==> src/rtl/pixel_stream_feeder.sv <==
// Ready/valid to no-backpressure pixel feeder for the line-buffered window generator.
// Line-credit flow control keeps downstream line buffers from being overwritten; also frames lines/frames.
module pixel_stream_feeder #(
   parameter int LINE_WIDTH    = 480,
   parameter int NUM_LINE_BUFS = 7,
   parameter int IMG_HEIGHT    = 480
) (
   input  logic                                 i_clk,
   input  logic                                 i_rst,
   input  logic                                 i_start,
   input  logic [7:0]                           i_s_data,
   input  logic                                 i_s_valid,
   output logic                                 o_s_ready,
   output logic [7:0]                           o_pixel_data,
   output logic                                 o_pixel_data_valid,
   input  logic                                 i_intr,
   output logic [$clog2(NUM_LINE_BUFS+1)-1:0]   o_credit,
   output logic                                 o_stall,
   output logic                                 o_line_done,
   output logic                                 o_frame_done,
   output logic                                 o_err
);

   localparam int PW = (LINE_WIDTH > 1) ? $clog2(LINE_WIDTH) : 1;
   localparam int LW = (IMG_HEIGHT > 1) ? $clog2(IMG_HEIGHT) : 1;
   localparam int CW = $clog2(NUM_LINE_BUFS + 1);

   localparam logic [1:0] ST_IDLE = 2'd0;
   localparam logic [1:0] ST_SEND = 2'd1;
   localparam logic [1:0] ST_DONE = 2'd2;

   localparam logic [PW-1:0] PIX_LAST   = PW'(LINE_WIDTH - 1);
   localparam logic [PW-1:0] PIX_ONE    = PW'(1);
   localparam logic [LW-1:0] LINE_LAST  = LW'(IMG_HEIGHT - 1);
   localparam logic [LW-1:0] LINE_ONE   = LW'(1);
   localparam logic [CW-1:0] CREDIT_MAX = CW'(NUM_LINE_BUFS);
   localparam logic [CW-1:0] CREDIT_ONE = CW'(1);

   logic [1:0]    state_r;
   logic [1:0]    state_nxt_s;
   logic [PW-1:0] pix_cnt_r;
   logic [LW-1:0] line_cnt_r;
   logic [CW-1:0] credit_r;
   logic [CW-1:0] credit_nxt_s;
   logic [7:0]    data_r;
   logic          valid_r;
   logic          line_done_r;
   logic          frame_done_r;
   logic          err_r;
   logic          err_set_s;
   logic          ready_s;
   logic          stall_s;
   logic          accept_s;
   logic          consume_s;
   logic          line_end_s;
   logic          frame_end_s;

   // Source handshake: a new line may only start once a free line buffer is reserved.
   always_comb begin
      ready_s = 1'b0;
      stall_s = 1'b0;
      if (state_r == ST_SEND) begin
         ready_s = (pix_cnt_r != '0) || (credit_r != '0);
         stall_s = (pix_cnt_r == '0) && (credit_r == '0);
      end else begin
         ready_s = 1'b0;
         stall_s = 1'b0;
      end
   end

   assign accept_s    = i_s_valid && ready_s;
   assign consume_s   = accept_s && (pix_cnt_r == '0);
   assign line_end_s  = accept_s && (pix_cnt_r == PIX_LAST);
   assign frame_end_s = line_end_s && (line_cnt_r == LINE_LAST);

   // Frame sequencing.
   always_comb begin
      state_nxt_s = state_r;
      case (state_r)
         ST_IDLE: begin
            if (i_start) begin
               state_nxt_s = ST_SEND;
            end else begin
               state_nxt_s = ST_IDLE;
            end
         end
         ST_SEND: begin
            if (frame_end_s) begin
               state_nxt_s = ST_DONE;
            end else begin
               state_nxt_s = ST_SEND;
            end
         end
         ST_DONE: state_nxt_s = ST_IDLE;
         default: state_nxt_s = ST_IDLE;
      endcase
   end

   // Credit bookkeeping; a return at full credit means the generator over-reported, so flag it.
   always_comb begin
      credit_nxt_s = credit_r;
      err_set_s    = 1'b0;
      if (i_intr && !consume_s) begin
         if (credit_r == CREDIT_MAX) begin
            credit_nxt_s = credit_r;
            err_set_s    = 1'b1;
         end else begin
            credit_nxt_s = credit_r + CREDIT_ONE;
            err_set_s    = 1'b0;
         end
      end else if (consume_s && !i_intr) begin
         credit_nxt_s = credit_r - CREDIT_ONE;
      end else begin
         credit_nxt_s = credit_r;
      end
   end

   // Registered state, counters and generator-facing outputs.
   always_ff @(posedge i_clk) begin
      if (!i_rst) begin
         state_r      <= ST_IDLE;
         pix_cnt_r    <= '0;
         line_cnt_r   <= '0;
         credit_r     <= CREDIT_MAX;
         data_r       <= 8'd0;
         valid_r      <= 1'b0;
         line_done_r  <= 1'b0;
         frame_done_r <= 1'b0;
         err_r        <= 1'b0;
      end else begin
         state_r      <= state_nxt_s;
         credit_r     <= credit_nxt_s;
         err_r        <= err_r | err_set_s;
         valid_r      <= accept_s;
         line_done_r  <= line_end_s;
         frame_done_r <= frame_end_s;
         if (accept_s) begin
            data_r <= i_s_data;
            if (pix_cnt_r == PIX_LAST) begin
               pix_cnt_r <= '0;
               if (line_cnt_r == LINE_LAST) begin
                  line_cnt_r <= '0;
               end else begin
                  line_cnt_r <= line_cnt_r + LINE_ONE;
               end
            end else begin
               pix_cnt_r <= pix_cnt_r + PIX_ONE;
            end
         end
      end
   end

   assign o_s_ready          = ready_s;
   assign o_stall            = stall_s;
   assign o_pixel_data       = data_r;
   assign o_pixel_data_valid = valid_r;
   assign o_line_done        = line_done_r;
   assign o_frame_done       = frame_done_r;
   assign o_err              = err_r;
   assign o_credit           = credit_r;

endmodule

==> config.mk <==
export PLATFORM = sky130hd
export DESIGN_NAME = pixel_stream_feeder
export DESIGN_NICKNAME = d
export VERILOG_FILES = /design/src/rtl/pixel_stream_feeder.sv
export SDC_FILE = /design/constraint.sdc
export NUM_CORES = 1
export LEC_CHECK = 0
export BUFFER_PORTS_ARGS = -buffer_cell sky130_fd_sc_hd__buf_2
export CAP_MARGIN = 40
export CORE_MARGIN = 2
export CORE_UTILIZATION = 61
export CTS_BUF_LIST = sky130_fd_sc_hd__clkbuf_2 sky130_fd_sc_hd__clkbuf_4 sky130_fd_sc_hd__clkbuf_8
export DETAILED_ROUTE_END_ITERATION = 10
export HOLD_SLACK_MARGIN = 0.15
export PLACE_DENSITY_LB_ADDON = 0.12
export REMOVE_ABC_BUFFERS = 1
export SLEW_MARGIN = 10
export SYNTH_ARGS = -nofsm -noshare
export SYNTH_HDL_FRONTEND = slang
export SYNTH_SLANG_ARGS = --single-unit
==> constraint.sdc <==
create_clock -name i_clk -period 5.9 [get_ports i_clk]
set_clock_uncertainty 0.1 [all_clocks]
set_input_delay 0.885 -clock i_clk [delete_from_list [all_inputs] [get_ports i_clk]]
set_output_delay 0.885 -clock i_clk [all_outputs]
set_load 0.03 [all_outputs]
# == Word level (Yosys, flattened, before mapping) ==
# Index checks and enable logic that the tools add are counted.
# W data, S select, Z words.
# word_totals
register_bits,35
out_inout_bits,17
# op_classes
n_reduce_logical,18
bitwise,1
n_eq_ne,5
addsub,4
n_mux,12
# ops
cell,count
$add A9 B1 Y9 const B,2
$eq A9 B9 Y1 const B,2
$mux W9,2
$logic_not A9 Y1,1
$mux W3,3
$reduce_bool A9 Y1,1
$logic_and A1 B1 Y1,7
$mux W1,5
$pmux W2 S2,1
$reduce_and A2 Y1,2
$add A3 B1 Y3 const B,1
$eq A3 B3 Y1 const B,1
$logic_not A3 Y1,1
$reduce_bool A3 Y1,1
$sub A3 B1 Y3 const B,1
$eq A2 B1 Y1 const B,1
$logic_not A1 Y1,2
$logic_not A2 Y1,1
$mux W2,1
$ne A2 B2 Y1 const B,1
$reduce_bool A2 Y1,1
$logic_or A1 B1 Y1,1
$or A1 B1 Y1,1

# == Longest topological paths before layout ==
# Gate-level depths: netlist (run 1).
# logic_depth
word_depth,9
mapped_depth,9
mapped_depth_nobuf,9

# == Worst setup path after synthesis (run 1) ==
# Ideal clock, no wire load.
# synth_path
kind,input to register
startpoint,input i_s_valid
endpoint,"register credit_r[2], in the netlist o_credit[2]"
arrival_ps,2361
slack_ps,3319
required_ps,5679
n_path_buf,0
stages,7
cell_sequence,and3b_1 -> nand4b_1 -> nand2_1 -> fa_1 -> and3_1 -> mux2i_1 -> mux2_2
# synth_via
elab_chain_cells,6
word_cells_on_any_way,9
# synth_rtl
element,line_no,rtl
"start, declared",12,"input logic i_s_valid,"
$logic_and A1 B1 Y1 (*),71,assign accept_s = i_s_valid && ready_s;
$logic_and A1 B1 Y1 (*),72,assign consume_s = accept_s && (pix_cnt_r == '0);
$logic_not A1 Y1,103,if (i_intr && !consume_s) begin
$logic_and A1 B1 Y1,103,
$ne A2 B2 Y1 (no source line) / $reduce_bool A2 Y1 (equally long branches),-,
$reduce_and A2 Y1 (no source line),-,
"end signal, assigned",132,credit_r <= credit_nxt_s;
"end, declared",43,logic [CW-1:0] credit_r;
# Mark *: on every way between the ends. The rest lies on a longest branch, timed or not.
# A chain may end at the register's enable or synchronous reset.

# == Worst setup path after layout (run 1) ==
# layout_path
startpoint,register pix_cnt_r[0]
endpoint,output o_stall
# layout_via
elab_chain_cells,3
# layout_rtl
element,line_no,rtl
"start, declared",41,logic [PW-1:0] pix_cnt_r;
"start signal, assigned",147,pix_cnt_r <= pix_cnt_r + PIX_ONE;
$logic_not A9 Y1,64,stall_s = (pix_cnt_r == '0) && (credit_r == '0);
$logic_and A1 B1 Y1,64,
$mux W1,62,if (state_r == ST_SEND) begin
"end, declared",18,"output logic o_stall,"
# Every way passes these cells.

==> results of run 1 <==
-- Yosys cell counts (4+ instances only) --
| library cell | count |
|---|---|
| and3_1 | 4 |
| xnor2_1 | 5 |
| a21oi_1 | 7 |
| inv_1 | 9 |
| nor2_1 | 26 |
| mux2i_1 | 12 |
| nor4_1 | 4 |
| dfxtp_1 | 35 |
| clkbuf_1 | 4 |
| o21ai_0 | 4 |
| nand4_1 | 6 |
| a31oi_1 | 4 |
| nor3_1 | 4 |
| nand2_1 | 16 |
-- final cells by class --
cell class,count,area [um^2],area share
clock inverter,1,5.00,0.00266
timing repair buffer,31,158,0.0839
inverter,9,33.8,0.0180
multi-input combinational,136,892,0.475
tap,30,37.5,0.0200
clock buffer,7,52.6,0.0280
sequential,35,701,0.373
-- cells by family (layout without fill, tap and decap cells) --
family / after synthesis / in the layout / share of synthesized area
xor gates and xnor gates: 6 / 6 / 0.0318
AOI/OAI and AO/OA: 26 / 26 / 0.105
DFF: 35 / 35 / 0.424
buffers and inverters: 15 / 48 / 0.0356
and+or+nand+nor: 86 / 86 / 0.283
muxes: 14 / 14 / 0.0864
adders and majority gates: 4 / 4 / 0.0349
-- critical path: cells and delay by family, from the launching register on --
kind          cells  cell delay (ps)
flops             1              360
simple gates      3              640
fa+ha+maj         1              140
buf+inv           2              270
-- sequential cells by signal, indices dropped and copies added, names as in the netlist --
register            flops
line_cnt_r              9
pix_cnt_r               9
o_pixel_data            8
o_credit                3
state_r                 2
o_err                   1
o_frame_done            1
o_line_done             1
o_pixel_data_valid      1
-- power by group --
group	internal (uW)	switching, uW
clock network	55.6	78.8
registers	247	12.2
logic	34.5	53.7
-- layer usage --
layer / vias up / track usage / routed length (um)
met3: 10 / 0.0628 / 184
met4: 0 / 0.0918 / 78
met1: 704 / 0.292 / 1600
li1: 730 / - / -
met5: - / 0 / 0
met2: 44 / 0.417 / 1790
-- worst paths after layout --
kind	start	end	slack [ps]
max	pix_cnt_r[0]	o_stall	3160
max reg2reg	o_credit[0]	o_credit[2]	3310
min reg2reg	o_err	o_err	410
min	o_err	o_err	410
-- metrics by stage --
| stage | util | power [uW] | std cells | setup slack [ps] | hold WS, ps |
|---|---|---|---|---|---|
| after global routing | 0.745 | 501 | 249 | 3010 | 438 |
| after floorplan | - | 325 | 180 | 3320 | 319 |
| after global placement | 0.720 | 346 | 240 | 3120 | 363 |
| after detailed placement | 0.722 | 353 | 241 | 3040 | 357 |
| final | 0.745 | 482 | 249 | 3160 | 406 |
| after CTS | 0.745 | 482 | 249 | 3130 | 396 |
-- cell usage in the layout, fill, tap and decap left out, drive strengths merged, types with 2 or more instances in the layout --
master,instances
inv,9
and4,3
nor2,26
buf,31
ha,3
o21ai,4
mux2,2
nor3,4
or4,3
and2,3
xnor2,5
mux2i,12
nor4,5
nand2b,3
o31ai,3
a21oi,7
a31oi,4
nand3,3
nor4b,2
nand4b,2
dfxtp,35
nand3b,2
nand2,16
clkbuf,7
and3,4
a31o,2
nand4,6
==> run_results.csv, run 1 <==
group,metric,value,unit
status,status,"completed",
synthesis,ys_seq_area_frac,0.424,
cts,cts_resized,0,
global_route,grt_max_degree,26,
sta,rsz0062_at_grt,"no",
cells_and_area,fillers,193,
cts,clk_latency,340,ps
setup_path,slowest_stage,"nor4b_2",
routing,drcViolationCount,0,
routing,via_count,1488,
synthesis,synthCells,186,
global_route,grt_usage,0.244,
power,leakage,0.000761,uW
cts,cts_sinks,35,
setup_path,worstPathRequired,4910,ps
sta,maxSlewHeadroom,0.505,
floorplan,rows,18,
cts,cts.clk_slew.worst_paths,100,ps
sta,tns,0,ps
place,port_buffers,29,
setup_path,ff2ff_path_depth,7,
cts,postCtsSetupRepairBufs,0,
power,ir_worst_vdd,0.000228,V
synthesis,ys.warnings.count,0,
routing,vias_per_cell,5.98,
synthesis,synthFlopType,"dfxtp_1",
cts,ctsHoldBuffers,0,
floorplan,core_area,0.00252,mm^2
sta,maxSlewViolCount,0,
sta,setup-violations-final,0,
cells_and_area,fin_area,0.00188,mm^2
synthesis,ys_ff_latch,35,
cts,cts_tree,"yes",
setup_path,end_kind,"output pin",
global_route,grt_overflow,0,
cts,numCtsBuffers,5,
setup_path,crit_type,"register to output pin",
routing,first_pass_iters,4,
synthesis,ys_types,41,
cells_and_area,area_growth,13.8,%
floorplan,die_w,56.0,um
global_route,antenna_found_initial,0,
setup_path,crit_fanout,4,
cells_and_area,layout-drive-gt1-share,0.210,
power,power_density,257,mW/mm^2
floorplan,die_area,0.00314,mm^2
setup_path,worst_ep_arrival_time,1750,ps
setup_path,cp-start-kind,"register",
job,maxCapViolCount,0,
synthesis,synth-edff-count,0,
synthesis,synth.avg_cell_area,8.88,um^2
floorplan,pin_count,30,
synthesis,synth_top_area_cell,"dfxtp_1",
synthesis,synthArstFlopShare,0,
routing,drt_iter0_markers,53,
floorplan,die_h,56.0,um
synthesis,syn_area,0.00165,mm^2
sta,period_minus_slack,2740,ps
sta,hold_viol_final,0,
cts,cts_root_buf,"clkbuf_4",
synthesis,yosysTopAreaCellShare,0.424,
routing,antenna_left,0,
floorplan,start_util,0.655,
routing,wire_per_inst,14.7,um
routing,wirelength,3650,um
cells_and_area,diodes,0,
place,dp_hpwl,2630,um
sta,period_share,0.464,
setup_path,slowest_delay,370,ps
global_route,grt_pass1_wl,6090,um
hold_path,hold_path_depth,2,
place,gp_congestion,0.836,
synthesis,synthTopCellsByArea,"dfxtp_1, mux2i_1, nor2_1, nand2_1, xnor2_1",
cts,htree_levels,2,
cts,cts.path.max_buffers,2,
global_route,grt_pass1_vias,1412,
sta,fmaxAchievable,365,MHz
hold_path,hold_path_class,"register to register",
setup_path,path_cells,"inv_1 -> ha_1 -> nor4b_2 -> nand3_1 -> nor2_1 -> buf_2",
sta,tightest_slew,742,ps
place,placed_cell_area,0.00182,mm^2
cells_and_area,nNetsFinal,235,
Power figures use the tool's default switching activity.
==> run 2: changes to the inputs <==
Settings changed: CORE_UTILIZATION 61 to 51.
Clock period 5.9 ns to 2.3 ns, I/O delays scaled along.
==> run_results.csv, run 2 (synthesis results as in run 1) <==
group,metric,value,unit
cells_and_area,ff_latch_area,703,um^2
hold_path,hold_path_class,"input port to register",
cts,htree_levels,2,
cells_and_area,nNetsFinal,250,
sta,setup_slack,150,ps
global_route,grt_usage,0.236,
sta,period_share,0.935,
sta,rsz0062_at_grt,"no",
floorplan,core_area,0.00308,mm^2
global_route,grt_use_met1,0.284,
setup_path,worstPathRequired,2440,ps
place,detailedPlace.worstSlack,66.1,ps
sta,fmaxAchievable,465,MHz
power,ir_worst_vdd,0.000513,V
setup_path,crit_type,"register to register",
cells_and_area,layout-drive-gt1-share,0.248,
cells_and_area,post-route-util,0.665,
sta,hold_viol_final,0,
global_route,grt_pass1_wl,6410,um
cts,cts.path.max_buffers,2,
sta,maxSlewViolCount,0,
routing,first_pass_iters,4,
cells_and_area,final_cell_mix,"dfxtp_1, buf_2, nor2_1, nand2_1, mux2i_1",
place,gp_congestion,0.805,
setup_path,rrSetupSlack,150,ps
global_route,busiest_layer,"met2",
setup_path,r2r-start,"pix_cnt_r[0]",
floorplan,start_util,0.537,
cells_and_area,diodes,0,
floorplan,pin_count,30,
floorplan,die_h,60.9,um
sta,tightest_slew,510,ps
routing,drcViolationCount,0,
routing,wire_per_inst,13.6,um
place,dp.cells,263,
hold_path,hold_end,"o_pixel_data[2]",
global_route,met2_usage,0.396,
power,leakage,0.000837,uW
setup_path,crit_fanout,4,
setup_path,ff2ff_path_depth,9,
global_route,grt_pass1_vias,1479,
routing,drt_iter0_markers,79,
floorplan,die_area,0.00371,mm^2
sta,holdWs,163,ps
sta,maxSlewHeadroom,0.659,
global_route,grt_max_degree,17,
power,power.total,1310,uW
cells_and_area,fillers,259,
cts,clk_latency,350,ps
cells_and_area,multi_input_area,895,um^2
routing,via_count,1531,
setup_path,cp-start-kind,"register",
global_route,grtUsageMet3,0.0746,
cells_and_area,final_cell_count_no_fill,278,
job,maxCapViolCount,0,
cts,numCtsBuffers,5,
cells_and_area,layout_commonest_cell,"dfxtp_1",
global_route,antenna_found_initial,0,
hold_path,hold_path_depth,3,
cts,cts_root_buf,"clkbuf_4",
place,port_buffers,29,
cells_and_area,area_growth,23.9,%
power,power_density,641,mW/mm^2
sta,setup-violations-final,0,
hold_path,hold_start,"i_s_data[2]",
routing,vias_per_cell,5.51,
status,status,"completed",
cts,cts_sinks,35,
routing,antenna_left,0,
setup_path,end_kind,"register",
floorplan,rows,20,
cts,cts.clk_slew.worst_paths,100,ps
setup_path,r2r_end,"o_credit[2]",
sta,period_minus_slack,2150,ps
routing,wirelength,3780,um
cts,cts_tree,"yes",
global_route,grt_overflow,0,
place,dp_hpwl,2590,um
setup_path,worst_ep_arrival_time,2290,ps
floorplan,die_w,60.9,um
==> run 2: cell count changes in the layout (fill, tap and decap cells not counted), sizes merged <==
cell,previous run,this run
dlygate4sd3,0,6
clkbuf,7,8
clkinv,1,0
buf,31,40
==> run 2: final cells by class <==
cell class	count	share of cell area
Multi-Input combinational cell	136	0.437
Sequential cell	35	0.344
Timing Repair Buffer	46	0.141
Clock buffer	8	0.0355
Tap cell	44	0.0269
Inverter	9	0.0165
==> run 2: worst max-delay path, cell delays in order (launching register included) <==
cell      delay [ps]
dfxtp_2          340
inv_1             40
ha_1             180
nor4b_2          180
nand4b_1         130
nand2_1           80
fa_2             340
and3_1           170
mux2i_1          140
mux2_2           340
==> run 2: repair_timing <==
action                     4_1_cts  5_1_grt
hold buffers                     5        1
buffers inserted                 0        1
resized for setup                0        3
setup endpoints to repair        0        2
hold endpoints to repair         5        1
==> run 2: stage by stage <==
| stage | setup TNS, ps | instance area [um^2] |
|---|---|---|
| after floorplan | -75.7 | 1630 |
| after global placement | 0 | 1900 |
| after detailed placement | 0 | 1900 |
| after CTS | 0 | 2020 |
| after global routing | 0 | 2050 |
| final | 0 | 2050 |
==> run 2: report_power, final <==
part,internal [uW],switching [uW],leakage [uW]
clock,192,209,0.0000420
sequential,635,23.1,0.000285
combinational,108,146,0.000510
==> run 2: how the worst max path moves through the flow <==
stage | start | end | cells after the start
2_1_floorplan | o_credit[0] | o_credit[2] | 7
3_3_place_gp | pix_cnt_r[1] | o_credit[2] | 9
3_5_place_dp | pix_cnt_r[1] | o_credit[2] | 9
4_1_cts | pix_cnt_r[1] | o_credit[2] | 9
5_1_grt | pix_cnt_r[6] | o_stall | 4
6_report | pix_cnt_r[0] | o_credit[2] | 9
==> run 2: per-layer routing <==
metal / routed length (um) / vias to the layer above / part of all wire
met4: 53 / 0 / 0.014
met2: 1820 / 33 / 0.48
met5: 0 / - / 0
met1: 1750 / 728 / 0.46
met3: 151 / 6 / 0.040
li1: - / 764 / -
